<file path="src/rtl/segment_led_scan.sv">
// segment_led_scan
// Time-multiplexed driver for a common-cathode seven-segment display.
// A latched value is shown either as hex nibbles or as decimal digits
// produced by a sequential double-dabble engine (one shift-and-add-3 step
// per clock). One digit is enabled at a time and each stays selected for
// SCAN_DIV clocks. The display register only changes atomically, so a
// decimal conversion in flight never shows a partial result.
module segment_led_scan #(
  parameter int DIGITS     = 4,
  parameter int DATA_WIDTH = 16,
  parameter int SCAN_DIV   = 1000
) (
  input  logic                  clk_i,
  input  logic                  rst_i,
  input  logic [DATA_WIDTH-1:0] data_i,
  input  logic                  data_vld_i,
  input  logic                  hex_mode_i,
  input  logic                  lz_blank_i,
  input  logic [DIGITS-1:0]     dp_i,
  output logic                  busy_o,
  output logic                  overflow_o,
  output logic [7:0]            seg_o,
  output logic [DIGITS-1:0]     dig_sel_o
);

  // 10**n as a 64-bit constant; large enough for DIGITS up to 8.
  function automatic logic [63:0] pow10(input int n);
    logic [63:0] r;
    r = 64'd1;
    for (int i = 0; i < n; i++) begin
      r = r * 64'd10;
    end
    return r;
  endfunction

  // Segment pattern {g,f,e,d,c,b,a} for one hex nibble.
  function automatic logic [6:0] seg7(input logic [3:0] nib);
    logic [6:0] s;
    case (nib)
      4'h0:    s = 7'h3F;
      4'h1:    s = 7'h06;
      4'h2:    s = 7'h5B;
      4'h3:    s = 7'h4F;
      4'h4:    s = 7'h66;
      4'h5:    s = 7'h6D;
      4'h6:    s = 7'h7D;
      4'h7:    s = 7'h07;
      4'h8:    s = 7'h7F;
      4'h9:    s = 7'h6F;
      4'hA:    s = 7'h77;
      4'hB:    s = 7'h7C;
      4'hC:    s = 7'h39;
      4'hD:    s = 7'h5E;
      4'hE:    s = 7'h79;
      4'hF:    s = 7'h71;
      default: s = 7'h00;
    endcase
    return s;
  endfunction

  localparam int BCD_W  = 4 * DIGITS;
  localparam int EXT_W  = (DATA_WIDTH > BCD_W) ? DATA_WIDTH : BCD_W;
  localparam int CNT_W  = $clog2(SCAN_DIV);
  localparam int IDX_W  = $clog2(DIGITS);
  localparam int ITER_W = $clog2(DATA_WIDTH);
  localparam logic [63:0] DEC_LIMIT = pow10(DIGITS);

  // Add-3 correction applied to every BCD nibble that is 5 or more, so the
  // following left shift carries correctly into the next decade.
  function automatic logic [BCD_W-1:0] add3(input logic [BCD_W-1:0] v);
    logic [BCD_W-1:0] r;
    for (int k = 0; k < DIGITS; k++) begin
      if (v[4*k +: 4] >= 4'd5) begin
        r[4*k +: 4] = v[4*k +: 4] + 4'd3;
      end else begin
        r[4*k +: 4] = v[4*k +: 4];
      end
    end
    return r;
  endfunction

  // Conversion / display state
  logic                  busy_q, busy_d;
  logic                  ovf_q, ovf_d;
  logic                  pend_ovf_q, pend_ovf_d;
  logic [DIGITS-1:0]     dp_q, dp_d;
  logic [BCD_W-1:0]      disp_q, disp_d;
  logic [DATA_WIDTH-1:0] bin_q, bin_d;
  logic [BCD_W-1:0]      bcd_q, bcd_d;
  logic [ITER_W-1:0]     iter_q, iter_d;

  // Scan state and registered pins
  logic [CNT_W-1:0]      cnt_q, cnt_d;
  logic [IDX_W-1:0]      idx_q, idx_d;
  logic [7:0]            seg_q, seg_d;
  logic [DIGITS-1:0]     sel_q, sel_d;

  // Helpers
  logic                  accept_s;
  logic [EXT_W-1:0]      data_ext_s;
  logic                  hex_ovf_s;
  logic                  dec_ovf_s;
  logic [BCD_W-1:0]      bcd_adj_s;
  logic [BCD_W-1:0]      bcd_step_s;
  logic [3:0]            nib_s;
  logic                  blank_s;
  logic                  last_iter_s;

  assign accept_s    = data_vld_i && !busy_q;
  assign data_ext_s  = EXT_W'(data_i);
  assign hex_ovf_s   = |(data_ext_s >> BCD_W);
  assign dec_ovf_s   = (64'(data_i) >= DEC_LIMIT);
  assign bcd_adj_s   = add3(bcd_q);
  assign bcd_step_s  = {bcd_adj_s[BCD_W-2:0], bin_q[DATA_WIDTH-1]};
  assign last_iter_s = (iter_q == ITER_W'(DATA_WIDTH - 1));

  // Load / conversion next state: hex commits immediately, decimal runs
  // DATA_WIDTH double-dabble steps and commits display plus flag together.
  always_comb begin
    busy_d     = busy_q;
    ovf_d      = ovf_q;
    pend_ovf_d = pend_ovf_q;
    dp_d       = dp_q;
    disp_d     = disp_q;
    bin_d      = bin_q;
    bcd_d      = bcd_q;
    iter_d     = iter_q;
    if (accept_s) begin
      dp_d = dp_i;
      if (hex_mode_i) begin
        disp_d = data_ext_s[BCD_W-1:0];
        ovf_d  = hex_ovf_s;
      end else begin
        busy_d     = 1'b1;
        bin_d      = data_i;
        bcd_d      = {BCD_W{1'b0}};
        iter_d     = {ITER_W{1'b0}};
        pend_ovf_d = dec_ovf_s;
      end
    end else if (busy_q) begin
      bin_d  = {bin_q[DATA_WIDTH-2:0], 1'b0};
      bcd_d  = bcd_step_s;
      iter_d = iter_q + ITER_W'(1);
      if (last_iter_s) begin
        disp_d = bcd_step_s;
        ovf_d  = pend_ovf_q;
        busy_d = 1'b0;
      end else begin
        disp_d = disp_q;
      end
    end else begin
      busy_d = 1'b0;
    end
  end

  // Scan timing: each digit is held SCAN_DIV clocks, then the index advances.
  always_comb begin
    cnt_d = cnt_q;
    idx_d = idx_q;
    if (cnt_q == CNT_W'(SCAN_DIV - 1)) begin
      cnt_d = {CNT_W{1'b0}};
      if (idx_q == IDX_W'(DIGITS - 1)) begin
        idx_d = {IDX_W{1'b0}};
      end else begin
        idx_d = idx_q + IDX_W'(1);
      end
    end else begin
      cnt_d = cnt_q + CNT_W'(1);
    end
  end

  // Segment decode for the digit about to be selected, from next-state
  // display data so the pins follow a commit on the same edge.
  always_comb begin
    nib_s   = disp_d[4*int'(idx_d) +: 4];
    blank_s = 1'b0;
    if (lz_blank_i && !ovf_d && (idx_d != IDX_W'(0))) begin
      blank_s = 1'b1;
      for (int k = 0; k < DIGITS; k++) begin
        if ((k >= int'(idx_d)) && (disp_d[4*k +: 4] != 4'd0)) begin
          blank_s = 1'b0;
        end else begin
          blank_s = blank_s;
        end
      end
    end else begin
      blank_s = 1'b0;
    end
    if (ovf_d) begin
      seg_d = {dp_d[idx_d], 7'h40};
    end else if (blank_s) begin
      seg_d = {dp_d[idx_d], 7'h00};
    end else begin
      seg_d = {dp_d[idx_d], seg7(nib_s)};
    end
    sel_d = {{(DIGITS-1){1'b0}}, 1'b1} << idx_d;
  end

  // State registers with synchronous reset; reset wins over a load strobe.
  always_ff @(posedge clk_i) begin
    if (rst_i) begin
      busy_q     <= 1'b0;
      ovf_q      <= 1'b0;
      pend_ovf_q <= 1'b0;
      dp_q       <= {DIGITS{1'b0}};
      disp_q     <= {BCD_W{1'b0}};
      bin_q      <= {DATA_WIDTH{1'b0}};
      bcd_q      <= {BCD_W{1'b0}};
      iter_q     <= {ITER_W{1'b0}};
      cnt_q      <= {CNT_W{1'b0}};
      idx_q      <= {IDX_W{1'b0}};
      seg_q      <= 8'h3F;
      sel_q      <= {{(DIGITS-1){1'b0}}, 1'b1};
    end else begin
      busy_q     <= busy_d;
      ovf_q      <= ovf_d;
      pend_ovf_q <= pend_ovf_d;
      dp_q       <= dp_d;
      disp_q     <= disp_d;
      bin_q      <= bin_d;
      bcd_q      <= bcd_d;
      iter_q     <= iter_d;
      cnt_q      <= cnt_d;
      idx_q      <= idx_d;
      seg_q      <= seg_d;
      sel_q      <= sel_d;
    end
  end

  assign busy_o     = busy_q;
  assign overflow_o = ovf_q;
  assign seg_o      = seg_q;
  assign dig_sel_o  = sel_q;

endmodule

</file>
<file path="config.mk">
export PLATFORM = sky130hd
export DESIGN_NAME = segment_led_scan
export DESIGN_NICKNAME = d
export VERILOG_FILES = /design/src/rtl/segment_led_scan.sv
export SDC_FILE = /design/constraint.sdc
export NUM_CORES = 1
export LEC_CHECK = 0
export BUFFER_PORTS_ARGS = -buffer_cell sky130_fd_sc_hd__buf_2
export CORE_MARGIN = 4
export CORE_UTILIZATION = 46
export CTS_CLUSTER_DIAMETER = 120
export DETAILED_ROUTE_END_ITERATION = 8
export PLACE_DENSITY = 0.73
export REMOVE_ABC_BUFFERS = 1
export SLEW_MARGIN = 30
export SYNTH_ARGS = -nofsm -noshare
export SYNTH_HDL_FRONTEND = slang
export SYNTH_SLANG_ARGS = --single-unit
</file>
<file path="constraint.sdc">
create_clock -name clk_i -period 2.7 [get_ports clk_i]
set_input_delay 0.54 -clock clk_i [delete_from_list [all_inputs] [get_ports clk_i]]
set_output_delay 0.54 -clock clk_i [all_outputs]
set_load 0.02 [all_outputs]
</file>
==> results of run 1 <==
cell families (layout without fill, tap and decap cells):
logic type,after synthesis,count (layout),share of synthesized area (%)
xor gates and xnor gates,15,15,3.00
DFF,83,83,37.9
AOI/OAI and AO/OA,130,130,21.1
and+or+nand+nor,222,222,24.6
adders and majority gates,17,17,4.86
muxes,14,14,4.37
buffers and inverters,45,176,4.11
worst min path at each step:
stage,from,to,slack [ps],cells after the start
3_5_place_dp,dp_q[3],dp_q[3],450,2
4_1_cts,data_i[0],bin_q[0],420,3
3_3_place_gp,dp_q[1],dp_q[1],440,2
6_report,data_i[0],bin_q[0],420,3
2_1_floorplan,cnt_q[0],cnt_q[0],430,1
5_1_grt,dp_i[2],dp_q[2],440,3
metal layers:
layer	track usage, %	part of all wire, %
met4	7.68	3.9
met5	0	0
met2	38.7	49
met1	28.6	41
met3	5.08	6.9
Yosys cell counts, drive strengths merged, types with 3 or more instances:
| master | count | area (um2) |
|---|---|---|
| o211ai | 5 | 37.5 |
| a211oi | 6 | 50.1 |
| nand3b | 4 | 30.0 |
| or3b | 3 | 26.3 |
| dfxtp | 83 | 1660 |
| mux4 | 3 | 67.6 |
| nor4 | 3 | 18.8 |
| nand4 | 3 | 18.8 |
| clkbuf | 21 | 78.8 |
| nor2 | 72 | 280 |
| a31oi | 11 | 68.8 |
| a311oi | 17 | 149 |
| mux2i | 9 | 101 |
| and4b | 4 | 40.0 |
| ha | 17 | 213 |
| o21a | 3 | 22.5 |
| buf | 9 | 45.1 |
| xnor2 | 11 | 96.3 |
| inv | 15 | 56.3 |
| a31o | 3 | 26.3 |
| nor3 | 13 | 76.3 |
| o21ai | 20 | 100 |
| o31a | 3 | 26.3 |
| and4 | 3 | 26.3 |
| nor2b | 5 | 31.3 |
| a22oi | 8 | 60.1 |
| and2 | 8 | 52.6 |
| xor2 | 4 | 35.0 |
| and3 | 12 | 75.1 |
| a221oi | 6 | 71.3 |
| a21oi | 28 | 140 |
| nand2b | 8 | 50.1 |
| nand2 | 69 | 259 |
| nand3 | 10 | 50.1 |
power by group through the flow:
stage | sequential [mW] | clock [mW] | combinational [mW]
2_1_floorplan | 1.35 | 0 | 0.224
3_3_place_gp | 1.34 | 0 | 0.427
3_5_place_dp | 1.34 | 0 | 0.439
4_1_cts | 1.31 | 1.02 | 0.466
5_1_grt | 1.32 | 1.07 | 0.574
6_report | 1.31 | 1.02 | 0.532
what timing repair did:
action,4_1_cts,5_1_grt
endpoints found under the setup margin,6,7
pin swaps,8,23
gates cloned,0,1
gates resized for setup,36,61
setup buffers,6,14
worst reg2reg max path, stage by stage (launching register included):
cell	delay, ps
sky130_fd_sc_hd__dfxtp_2	370
sky130_fd_sc_hd__ha_4	150
sky130_fd_sc_hd__nand4_1	140
sky130_fd_sc_hd__buf_6	170
sky130_fd_sc_hd__nand2_1	90
sky130_fd_sc_hd__o22ai_1	110
sky130_fd_sc_hd__o21bai_2	230
sky130_fd_sc_hd__mux4_2	540
sky130_fd_sc_hd__inv_4	120
sky130_fd_sc_hd__ha_4	160
sky130_fd_sc_hd__nand2_2	50
sky130_fd_sc_hd__a211oi_2	260
sky130_fd_sc_hd__a2111oi_4	80
sky130_fd_sc_hd__a31oi_1	170
sky130_fd_sc_hd__o21ai_1	90
area by class of cell:
type                    count  area [um2]
well taps                 129         161
multi-input cells         398        2930
repair buffers            145        1020
inverters                  15        62.6
flip-flops and latches     83        1670
clock buffers              11         131
fillers                   694        3170
clock inverters             5        85.1
state kept, by name, indices dropped and copies added (netlist names):
signal	flops
bcd_q	16
bin_q	16
disp_q	16
cnt_q	10
seg_o	8
dig_sel_o	4
dp_q	4
iter_q	4
idx_q	2
busy_o	1
overflow_o	1
pend_ovf_q	1
==> results.txt, run 1 <==
On the worst path, the slowest cell contributes a delay of 540 ps. After detailed routing, the average wire length per cell comes to 17.8 um. The total number of yosys warnings is 0. The power density normalized to cell area is around 470 nW/um2.

The overall global routing resource usage came out at 22.8%. The minimum setup slack among reg-to-reg paths is -170 ps. The startpoint identified for the worst register-to-register timing path is iter_q[0]. The cell count after synthesis came out at 526. The die extent in y is ~110 um.

The endpoint identified for the worst register-to-register timing path is seg_o[3]. Summed over all layers, the routed wires come to ~14000 um. The largest net degree at the start of global routing came out at 31. The final critical path time including I/O delays and setup is around 2900 ps. The reported net switching power is 0.822 mW.

For this run, asynchronously set or reset flops after synthesis account for 0%. In this run the deepest clock path goes through 2 buffers. The number of synthesized register bits came out at slightly above 80. The violation count after the first detailed-routing iteration came out at 439. The peak ir drop on the vdd network came out at 0.000406 V. The count of different cell masters after synthesis is 63.

STA puts the critical path data arrival time at 3110 ps. The fmax came out at roughly 350 MHz. By instance count, the cell type seen most on the critical path is sky130_fd_sc_hd__ha_4. The total die area came out at roughly 11000 um2. The mean instance size in the synthesized netlist is 8.33 um2.

The worst relative slew slack came out at roughly three fifths. The checks that failed: setup timing. The critical path ends at seg_o[3]. TritonCTS built the clock tree. The number of buffer and inverter stages on the critical path came out at 2. After detailed placement, the total cell area comes to between 5000 and 6000 um2.

The cell count of the worst reg-to-reg path is 14. The routed layout has 4594 vias. Adding up every negative setup slack in the final design gives -414 ps. The number of antenna-violating nets in the routed design is 0. Of the total power, the share spent switching nets is 28.7%. The horizontal extent of the die is 106 um. Detailed placement ended at an HPWL of 9090 um. The total number of clock tree sinks came out at 83. The congestion estimate from routability-driven global placement came to 0.898. The required time at the worst-slack endpoint came out at around 2900 ps.

The internal power contribution is 2.04 mW. The beginning of the critical path is iter_q[0]. The deepest level of the CTS H-tree came out at 3. Setup repair after global routing could not meet its margin everywhere. Prior to clock tree synthesis, the placed netlist has a worst setup slack of -303 ps. Yosys mapped a number of flops with a built-in enable equal to 0.

The via-per-instance ratio came out at 5.84. The total placed cells including tap cells is 750. STA classifies the critical path endpoint as a register. The post-layout instance count excluding filler cells came out at 786. The flow ran to the end, but the final reports show violations. Setup violations remaining at the end of the flow were counted as 5.

The sequential share of power is 45.9%. For this design, the slowest cell found on the critical path is sky130_fd_sc_hd__mux4_2. In this run the static leakage power is 2.49 nW. The min-delay analysis places its worst path in the category in -> reg. Final hold analysis gives a worst-case slack of 424 ps. The count of port buffers added during placement came out at 38. In this run the count of I/O pins placed on the die edge is 39.

The number of global-route vias before repair is about 4200. Setup slack on the critical path of the routed design comes to -169 ps. The floorplan has 35 rows. The share of cells above drive strength 1 came out at 37.0%.

At the end of the flow the core is filled with cells to between 60% and 70%. The clock group share of total power is 35.5%. The total core area came out at around 9200 um2. The worst setup path is of the reg -> reg kind.

The synthesis-to-layout area growth is 38.5%. Among all flip-flop cells after synthesis, the most frequent one is sky130_fd_sc_hd__dfxtp_1. The number of slew-limit violations in the final report is 0. STA classifies the critical path startpoint as a register. The largest fanout on the critical path came out at 5. The number of antenna violations at the first check in global routing is 0. The library cell used most frequently in the layout, excluding fill and tap cells, is sky130_fd_sc_hd__buf_4.

The finished cells cover 6070 um2. The actual transition at the worst max-transition pin is ~600 ps. The critical path goes through ha_4, nand4_1, buf_6, nand2_1, o22ai_1, o21bai_2, mux4_2, inv_4, ha_4, nand2_2, a211oi_2, a2111oi_4, a31oi_1, o21ai_1. The wire length of the first global-routing pass came out at 20600 um. After synthesis, flip-flops and latches occupy between 30% and 40% of the total area. In the layout the commonest cells are 100 x sky130_fd_sc_hd__buf_4, 74 x sky130_fd_sc_hd__dfxtp_1, 68 x sky130_fd_sc_hd__nand2_1, 68 x sky130_fd_sc_hd__nor2_1, 38 x sky130_fd_sc_hd__buf_2.

The tool flagged a number of max-cap violations equal to 0. The number of hold-slack violations in the final timing report came out at 0. The initial utilization of the core area, before any placement, comes to a little under half. The number of buffers created by CTS is 9.

Counting buffers and inverters, the worst setup path is 14 cells deep. Summing every instance area after synthesis gives 4380 um2. The number of hold-repair buffers added at the cts stage is 0. The sum of internal, switching and leakage power is 2.87 mW. The combinational share of power is 18.6%. The clock root buffer is sky130_fd_sc_hd__clkbuf_8. The clock insertion delay at the later pin of the skew report is 380 ps. Among cell families on the critical path, the largest total delay comes from compound AO/OA/AOI/OAI gates. The register clock-pin slew on the reported worst setup and hold paths came out at 100 ps.

The worst clock skew on the final layout came out at 15.7 ps. The final-stage net count came out at 694. The final antenna diode count came out at 0. The overflow left after global routing is 0.

The final cycle utilization of the critical path came out at 106%. The first detailed-routing pass took 5 iterations. The count of unresolved DRC violations after routing is 0.
(Power assumes the default switching activity.)
==> run 2: changes to the inputs <==
--- a/config.mk
+++ b/config.mk
@@ -6,6 +6,7 @@
 export NUM_CORES = 1
 export LEC_CHECK = 0
 export BUFFER_PORTS_ARGS = -buffer_cell sky130_fd_sc_hd__buf_2
+export CORE_ASPECT_RATIO = 0.75
 export CORE_MARGIN = 4
 export CORE_UTILIZATION = 46
 export CTS_CLUSTER_DIAMETER = 120
==> results.txt, run 2 (same netlist as run 1, synthesis figures left out) <==
The flow ran to the end, but the final reports show violations. The final reports fail on setup timing. Setup repair after global routing could not meet its margin everywhere. The number of buffers created by CTS is 9 (unchanged). The final-stage net count is 702 (+1.2%).

The final setup TNS is -102 ps (+312 ps). The maximum cell stage delay along the critical path came out at 530 ps (about the same). The fmax is 363 MHz (+4.0%). STA classifies the critical path endpoint as a register. The top cell types in the final layout, fill and taps aside, are 109 x sky130_fd_sc_hd__buf_4, 75 x sky130_fd_sc_hd__dfxtp_1, 68 x sky130_fd_sc_hd__nor2_1, 66 x sky130_fd_sc_hd__nand2_1, 38 x sky130_fd_sc_hd__buf_2. The I/O pin count is 39 (unchanged). The final critical path time including I/O delays and setup is 2760 ps (-112 ps). The critical path launch point type is a register. In this run the worst hold path is classified as in -> reg. The maximum clock insertion buffer count came out at 2 (unchanged).

The number of antenna violations at the first check in global routing was 0 (unchanged). The largest net degree at the start of global routing is 36 (+16%). The total die area is 11200 um2 (+0.15%). The final antenna diode count came out at 0 (unchanged).

The die extent in y is 92.5 um (-12%). The weighted congestion at the end of routability-driven global placement came out at 0.919 (+2.3%). The number of antenna-violating nets in the routed design came out at 0 (unchanged). The startpoint of the lowest-slack register-to-register path is bcd_q[13]. The number of endpoints failing setup at the final stage was 2 (-3). The switching share of power came out at 26.3% (-2.4 points).

The area occupied by registers is 1670 um2 (about the same). The total area of multi-input combinational cells was 2840 um2 (-3.2%). The cell depth of the worst hold path came out at 3 (unchanged).

The total core area came to 9160 um2 (-0.88%). The post-layout instance count excluding filler cells came out at 793 (+0.89%). The count of port buffers added during placement came out at 38 (unchanged). The number of hold-repair buffers added at the cts stage came out at 0 (unchanged). The total cell area at the placement stage came out at 5340 um2 (+1.5%). The worst relative slew slack is 63.2% (+4.2 points). The routed length per instance came out at 16.8 um (-5.4%).

The HPWL after detailed placement is 9450 um (+4.0%). The sum of internal, switching and leakage power came out at 3.07 mW (+7.0%). The signal on the critical path passes through inv_1, ha_2, nand2b_4, a21oi_4, xnor2_2, a221oi_2, mux4_2, inv_4, ha_4, nand2_2, a211oi_2, a2111oi_2, a31oi_1, o21ai_1. The horizontal extent of the die is 121 um (+14%). The number of detailed-route iterations in the first pass came out at 5 (unchanged). The overall global routing resource usage was 23.7% (+0.96 points). The minimum setup slack among reg-to-reg paths came to -60 ps (+110 ps). The starting density of the core is 47.8% (+0.42 points).

The clock group share of total power came out at 40.0% (+4.5 points). The data arrival time of the critical path came to 2970 ps (-140 ps). The reported net switching power came out at 0.806 mW (-1.9%). The classification of the worst setup path is reg -> reg. The register clock-pin slew on the reported worst setup and hold paths is 60 ps (-40 ps). For this design, the slowest cell found on the critical path is sky130_fd_sc_hd__mux4_2. The worst hold path begins at dp_i[2]. The actual transition at the worst max-transition pin is 550 ps (-50.2 ps). The combinational share of power came out at 17.1% (-1.5 points). The synthesis-to-layout area growth is 39.5%. The required time at the worst-slack endpoint was 2910 ps (-30 ps).

The number of buffer and inverter stages on the critical path came out at 2 (unchanged). The number of rows in the core area came out at 30 (-14%). The wire length of the first global-routing pass was 21200 um (+3.1%). The total placed cells including tap cells came out at 758 (+1.1%). The peak ir drop on the vdd network is 0.000300 V (-26%). In this run the critical register-to-register path is captured at seg_o[3]. The clock insertion delay at the later pin of the skew report is 340 ps (-40 ps).

The count of unresolved DRC violations after routing is 0 (unchanged). The sum of routed wire length over all layers is 13300 um (-4.6%). The path with the worst hold slack has its endpoint at dp_q[2]. The sequential share of power came out at 42.9% (-3.0 points). The power density normalized to cell area came to 502 nW/um2 (+6.3%). The cell count of the worst reg-to-reg path is 14 (unchanged).

The leakage power came out at 2.53 nW (+1.9%). The largest fanout on the critical path came to 5 (unchanged). The CTS tree is built. The worst clock skew on the final layout came out at 5.87 ps (-9.81 ps). The count of max-cap constraint violations is 0 (unchanged). The number of slew-limit violations in the final report came out at 0 (unchanged).

The number of global-route vias before repair came out at 4289 (+1.2%). The internal power contribution came out at 2.26 mW (+11%). The number of hold-slack violations in the final timing report is 0 (unchanged).

The deepest level of the CTS H-tree came out at 3 (unchanged). The violation count after the first detailed-routing iteration was 377 (-14%). The total number of clock tree sinks came out at 83 (unchanged). The via-per-instance ratio was 5.65 (-3.3%). Broken down by cell family, the worst path's largest delay share belongs to compound AO/OA/AOI/OAI gates. Leaving out fill and tap cells, the most frequent cell in the layout is sky130_fd_sc_hd__buf_4. The final cycle utilization of the critical path is 102% (-4.1 points). In the final layout, the registers with the most flip-flops are bcd_q: 16 flops, bin_q: 16 flops, disp_q: 16 flops. The minimum setup slack in the final design came to -57.4 ps (+112 ps). The clock root buffer is sky130_fd_sc_hd__clkbuf_16. The share of cells above drive strength 1 is 36.2% (-0.75 points).

The number of inserted filler cells in the final layout came out at 775 (+12%). The summed area of non-filler cells in the final layout was 6110 um2 (+0.66%). The total vias in the final route came out at 4484 (-2.4%).

The overflow left after global routing came out at 0 (unchanged).
[run 2: cell types whose count changed in the layout (fill, tap and decap cells not counted), sizes merged]
| cell | previous run | this run |
|---|---|---|
| buf | 145 | 153 |
| clkinv | 1 | 3 |
| bufinv | 2 | 1 |
| clkinvlp | 2 | 1 |
[run 2: worst reg2reg max path, cell delays in order, from the launching register on]
cell                        delay, ps
sky130_fd_sc_hd__dfxtp_1          310
sky130_fd_sc_hd__inv_1            120
sky130_fd_sc_hd__ha_2             200
sky130_fd_sc_hd__nand2b_4         140
sky130_fd_sc_hd__a21oi_4           70
sky130_fd_sc_hd__xnor2_2          290
sky130_fd_sc_hd__a221oi_2         120
sky130_fd_sc_hd__mux4_2           530
sky130_fd_sc_hd__inv_4            120
sky130_fd_sc_hd__ha_4             170
sky130_fd_sc_hd__nand2_2           60
sky130_fd_sc_hd__a211oi_2         210
sky130_fd_sc_hd__a2111oi_2         60
sky130_fd_sc_hd__a31oi_1          160
sky130_fd_sc_hd__o21ai_1           80
[run 2: worst max path at each step]
stage / start / to / slack [ps] / cells after the start
detailed placement: bcd_q[13] / seg_o[3] / -240 / 14
global route: bcd_q[1] / seg_o[3] / -230 / 14
global placement: hex_mode_i / seg_o[3] / -150 / 13
CTS: cnt_q[1] / seg_o[2] / -30 / 10
floorplan: busy_o / seg_o[3] / -760 / 10
finish: bcd_q[13] / seg_o[3] / -60 / 14
[run 2: through the flow]
stage	hold WS, ps	worst slack [ps]	util [%]
after CTS	440	-31.3	63.8
after floorplan	426	-764	-
after global routing	459	-227	66.7
after detailed placement	463	-241	58.3
final	444	-57.4	66.7
after global placement	439	-152	58.3
[run 2: layout make-up]
| type | instances | area share [%] |
|---|---|---|
| clock inverters | 5 | 0.860 |
| flip-flops and latches | 83 | 27.4 |
| inverters | 15 | 0.963 |
| clock buffers | 11 | 3.97 |
| well taps | 128 | 2.62 |
| repair buffers | 153 | 17.8 |
| multi-input cells | 398 | 46.4 |
[run 2: per-layer routing]
metal,up-vias,routed length [um],GRT usage [%]
met5,-,0,0
met4,0,148,5.38
met3,17,1080,6.59
met2,165,6090,37.8
met1,2143,6010,32.2
li1,2159,-,-
[run 2: what timing repair did]
action | 4_1_cts | 5_1_grt
setup endpoints to repair | 7 | 7
resized for setup | 39 | 42
setup buffers | 6 | 13
pin swaps | 12 | 25
hold endpoints to repair | 0 | 0
[run 2: power groups by stage]
stage | clock network [mW] | registers, mW | logic (mW)
3_3_place_gp | 0 | 1.33 | 0.446
6_report | 1.23 | 1.31 | 0.526
4_1_cts | 1.25 | 1.31 | 0.476
2_1_floorplan | 0 | 1.35 | 0.224
5_1_grt | 1.30 | 1.32 | 0.571
3_5_place_dp | 0 | 1.34 | 0.454
==> run 3: changes to the inputs <==
--- a/config.mk
+++ b/config.mk
@@ -11,7 +11,7 @@
 export CORE_UTILIZATION = 46
 export CTS_CLUSTER_DIAMETER = 120
 export DETAILED_ROUTE_END_ITERATION = 8
-export PLACE_DENSITY = 0.73
+export PLACE_DENSITY = 0.7
 export REMOVE_ABC_BUFFERS = 1
 export SLEW_MARGIN = 30
 export SYNTH_ARGS = -nofsm -noshare
==> constraint.sdc (replaced) <==
create_clock -name clk_i -period 3.33 [get_ports clk_i]
set_input_delay 0.666 -clock clk_i [delete_from_list [all_inputs] [get_ports clk_i]]
set_output_delay 0.666 -clock clk_i [all_outputs]
set_load 0.02 [all_outputs]
==> results.txt, run 3 (same netlist as run 1, synthesis figures left out) <==
The required time at the worst-slack endpoint came out at 3570 ps (+660 ps). The largest net degree at the start of global routing came to 47 (+31%). The classification of the worst-slack hold path is reg -> reg.

The data arrival time of the critical path came out at 3360 ps (+390 ps). The overflow left after global routing came to 0 (unchanged). The worst setup path endpoint is seg_o[2]. The final cycle utilization of the critical path is 93.7% (-8.4 points).

The number of global-route vias before repair came to 3909 (-8.9%). The weighted congestion at the end of routability-driven global placement is 0.884 (-3.7%). The total die area came out at 11200 um2 (unchanged). The leakage power is 2.03 nW (-20%). The number of endpoints failing setup at the final stage came out at 0 (-2). The share of cells above drive strength 1 is 19.1% (-17 points).

Leaving out fill and tap cells, the most frequent cell in the layout is sky130_fd_sc_hd__dfxtp_1. The horizontal extent of the die is 121 um (unchanged). The total vias in the final route is 4072 (-9.2%). The count of port buffers added during placement came out at 38 (unchanged). The wire length of the first global-routing pass came out at 19600 um (-7.3%). The clock insertion delay at the later pin of the skew report came out at 350 ps (about the same).

The count of max-cap constraint violations came out at 0 (unchanged). The top layer used by detailed routing is met4. The total core area is 9160 um2 (unchanged). The CTS tree is built. The number of hold-repair buffers added at the cts stage came out at 0 (unchanged).

The violation count after the first detailed-routing iteration is 409 (+8.5%). The classification of the worst setup path is reg -> reg. The number of hold-slack violations in the final timing report is 0 (unchanged). The actual transition at the worst max-transition pin came out at 559 ps (+8.95 ps). The die extent in y came out at 92.5 um (unchanged). The flow ran to the end, and the final reports show no timing, DRC or antenna violations. The cell depth of the worst hold path is 2 (-1).

The cell count of the worst reg-to-reg path came out at 10 (-4). The power density normalized to cell area is 473 nW/um2 (-5.7%). The endpoint of the worst register-to-register path is seg_o[2]. The fmax was 320 MHz (-12%). The met2 wirelength from detailed routing is 5080 um (-17%).

The final critical path time including I/O delays and setup was 3120 ps (+363 ps). The wire length on met1 is 5500 um (-8.4%). The total number of clock tree sinks came to 83 (unchanged). The number of detailed-route iterations in the first pass is 5 (unchanged). The maximum clock insertion buffer count came to 2 (unchanged). The starting density of the core came to 47.8% (unchanged). The routed length per instance came out at 16.6 um (-1.2%). The summed area of non-filler cells in the final layout is 5130 um2 (-16%). The number of antenna-violating nets in the routed design came out at 0 (unchanged).

Leaving out fill and tap cells, the most frequent cells in the layout are 83 x sky130_fd_sc_hd__dfxtp_1, 68 x sky130_fd_sc_hd__nand2_1, 68 x sky130_fd_sc_hd__nor2_1, 38 x sky130_fd_sc_hd__buf_2, 28 x sky130_fd_sc_hd__a21oi_1. The critical path starts at cnt_q[0]. The worst relative slew slack came out at 62.6% (-0.59 points). The register clock-pin slew on the reported worst setup and hold paths came out at 60 ps (about the same). The HPWL after detailed placement came to 8470 um (-10%). The number of antenna violations at the first check in global routing came out at 0 (unchanged). The wire length on met3 came to 970 um (-9.8%). The worst register-to-register path begins at cnt_q[0]. The clock root buffer is sky130_fd_sc_hd__clkbuf_16. The overall global routing resource usage came to 21.9% (-1.8 points). The count of unresolved DRC violations after routing is 0 (unchanged). The largest fanout on the critical path is 9 (+4).

Compared with the post-synthesis result, the final layout area differs by 17.3%. The total cell area at the placement stage is 4780 um2 (-10%). The final-stage net count came out at 613 (-13%). The I/O pin count came out at 39 (unchanged).

The sum of internal, switching and leakage power is 2.43 mW (-21%). The sum of routed wire length over all layers came to 11700 um (-12%). The deepest level of the CTS H-tree was 3 (unchanged).

The number of slew-limit violations in the final report came out at 0 (unchanged). The number of rows in the core area is 30 (unchanged). The via-per-instance ratio is 5.78 (+2.3%).

STA classifies the critical path endpoint as a register. The minimum setup slack among reg-to-reg paths came out at 210 ps (+270 ps). The final antenna diode count is 0 (unchanged). The worst setup path is launched from a register. The worst clock skew on the final layout is 4.20 ps (-1.67 ps). The number of buffers created by CTS is 9 (unchanged).

The largest registers in the layout are bcd_q: 16 flops, bin_q: 16 flops, disp_q: 16 flops. The peak ir drop on the vdd network was 0.000241 V (-20%).
run 3: cell types whose count changed in the layout (fill, tap and decap cells not counted), sizes merged:
cell    previous run  this run
buf              153        64
clkbuf            11        12
clkinv             3         2
run 3: worst min path at each step:
stage / start / endpoint / slack (ps)
6_report: dp_q[0] / dp_q[0] / 450
5_1_grt: dp_q[0] / dp_q[0] / 490
4_1_cts: dp_q[0] / dp_q[0] / 450
3_5_place_dp: dp_q[0] / dp_q[0] / 450
3_3_place_gp: dp_q[2] / dp_q[2] / 440
2_1_floorplan: cnt_q[0] / cnt_q[0] / 430
run 3: power by group:
part / leakage, nW / switching (mW) / internal (mW)
combinational: 1.20 / 0.199 / 0.125
sequential: 0.677 / 0.0243 / 1.04
clock: 0.155 / 0.403 / 0.639
run 3: worst max-delay path, cell delays in order (launching register included):
cell                       delay [ps]
sky130_fd_sc_hd__dfxtp_1          370
sky130_fd_sc_hd__ha_2             220
sky130_fd_sc_hd__nand3b_1         140
sky130_fd_sc_hd__nor3_4           250
sky130_fd_sc_hd__buf_4            170
sky130_fd_sc_hd__mux2_2           420
sky130_fd_sc_hd__mux4_2           480
sky130_fd_sc_hd__buf_4            180
sky130_fd_sc_hd__ha_1             190
sky130_fd_sc_hd__or3_1            360
sky130_fd_sc_hd__a31o_1           230
run 3: metrics by stage:
| stage | std cells | setup TNS, ps | setup slack [ps] | utilization, % | hold slack [ps] |
|---|---|---|---|---|---|
| after floorplan | 496 | -236 | -134 | - | 426 |
| after global placement | 685 | 0 | 196 | 52.2 | 439 |
| after detailed placement | 685 | 0 | 59.1 | 52.2 | 447 |
| after CTS | 701 | 0 | 91.6 | 55.6 | 455 |
| after global routing | 704 | -5.45 | -5.45 | 56.1 | 488 |
| final | 704 | 0 | 210 | 56.1 | 453 |
run 3: timing repair:
action	in CTS	in global routing
setup buffers	0	3
setup endpoints to repair	0	1
gates resized for setup	0	7
run 3: layout make-up:
cell class | instances | area (um2)
inverter | 15 | 56.3
fill | 867 | 4020
multi-input combinational | 398 | 2560
timing repair buffer | 64 | 385
tap | 128 | 160
clock buffer | 12 | 267
clock inverter | 4 | 47.5
sequential | 83 | 1660
run 3: per-layer routing:
layer	vias to the layer above	GRT usage (%)
met2	174	34.0
met3	16	5.86
li1	1977	-
met1	1905	30.1
met5	-	0
met4	0	6.04
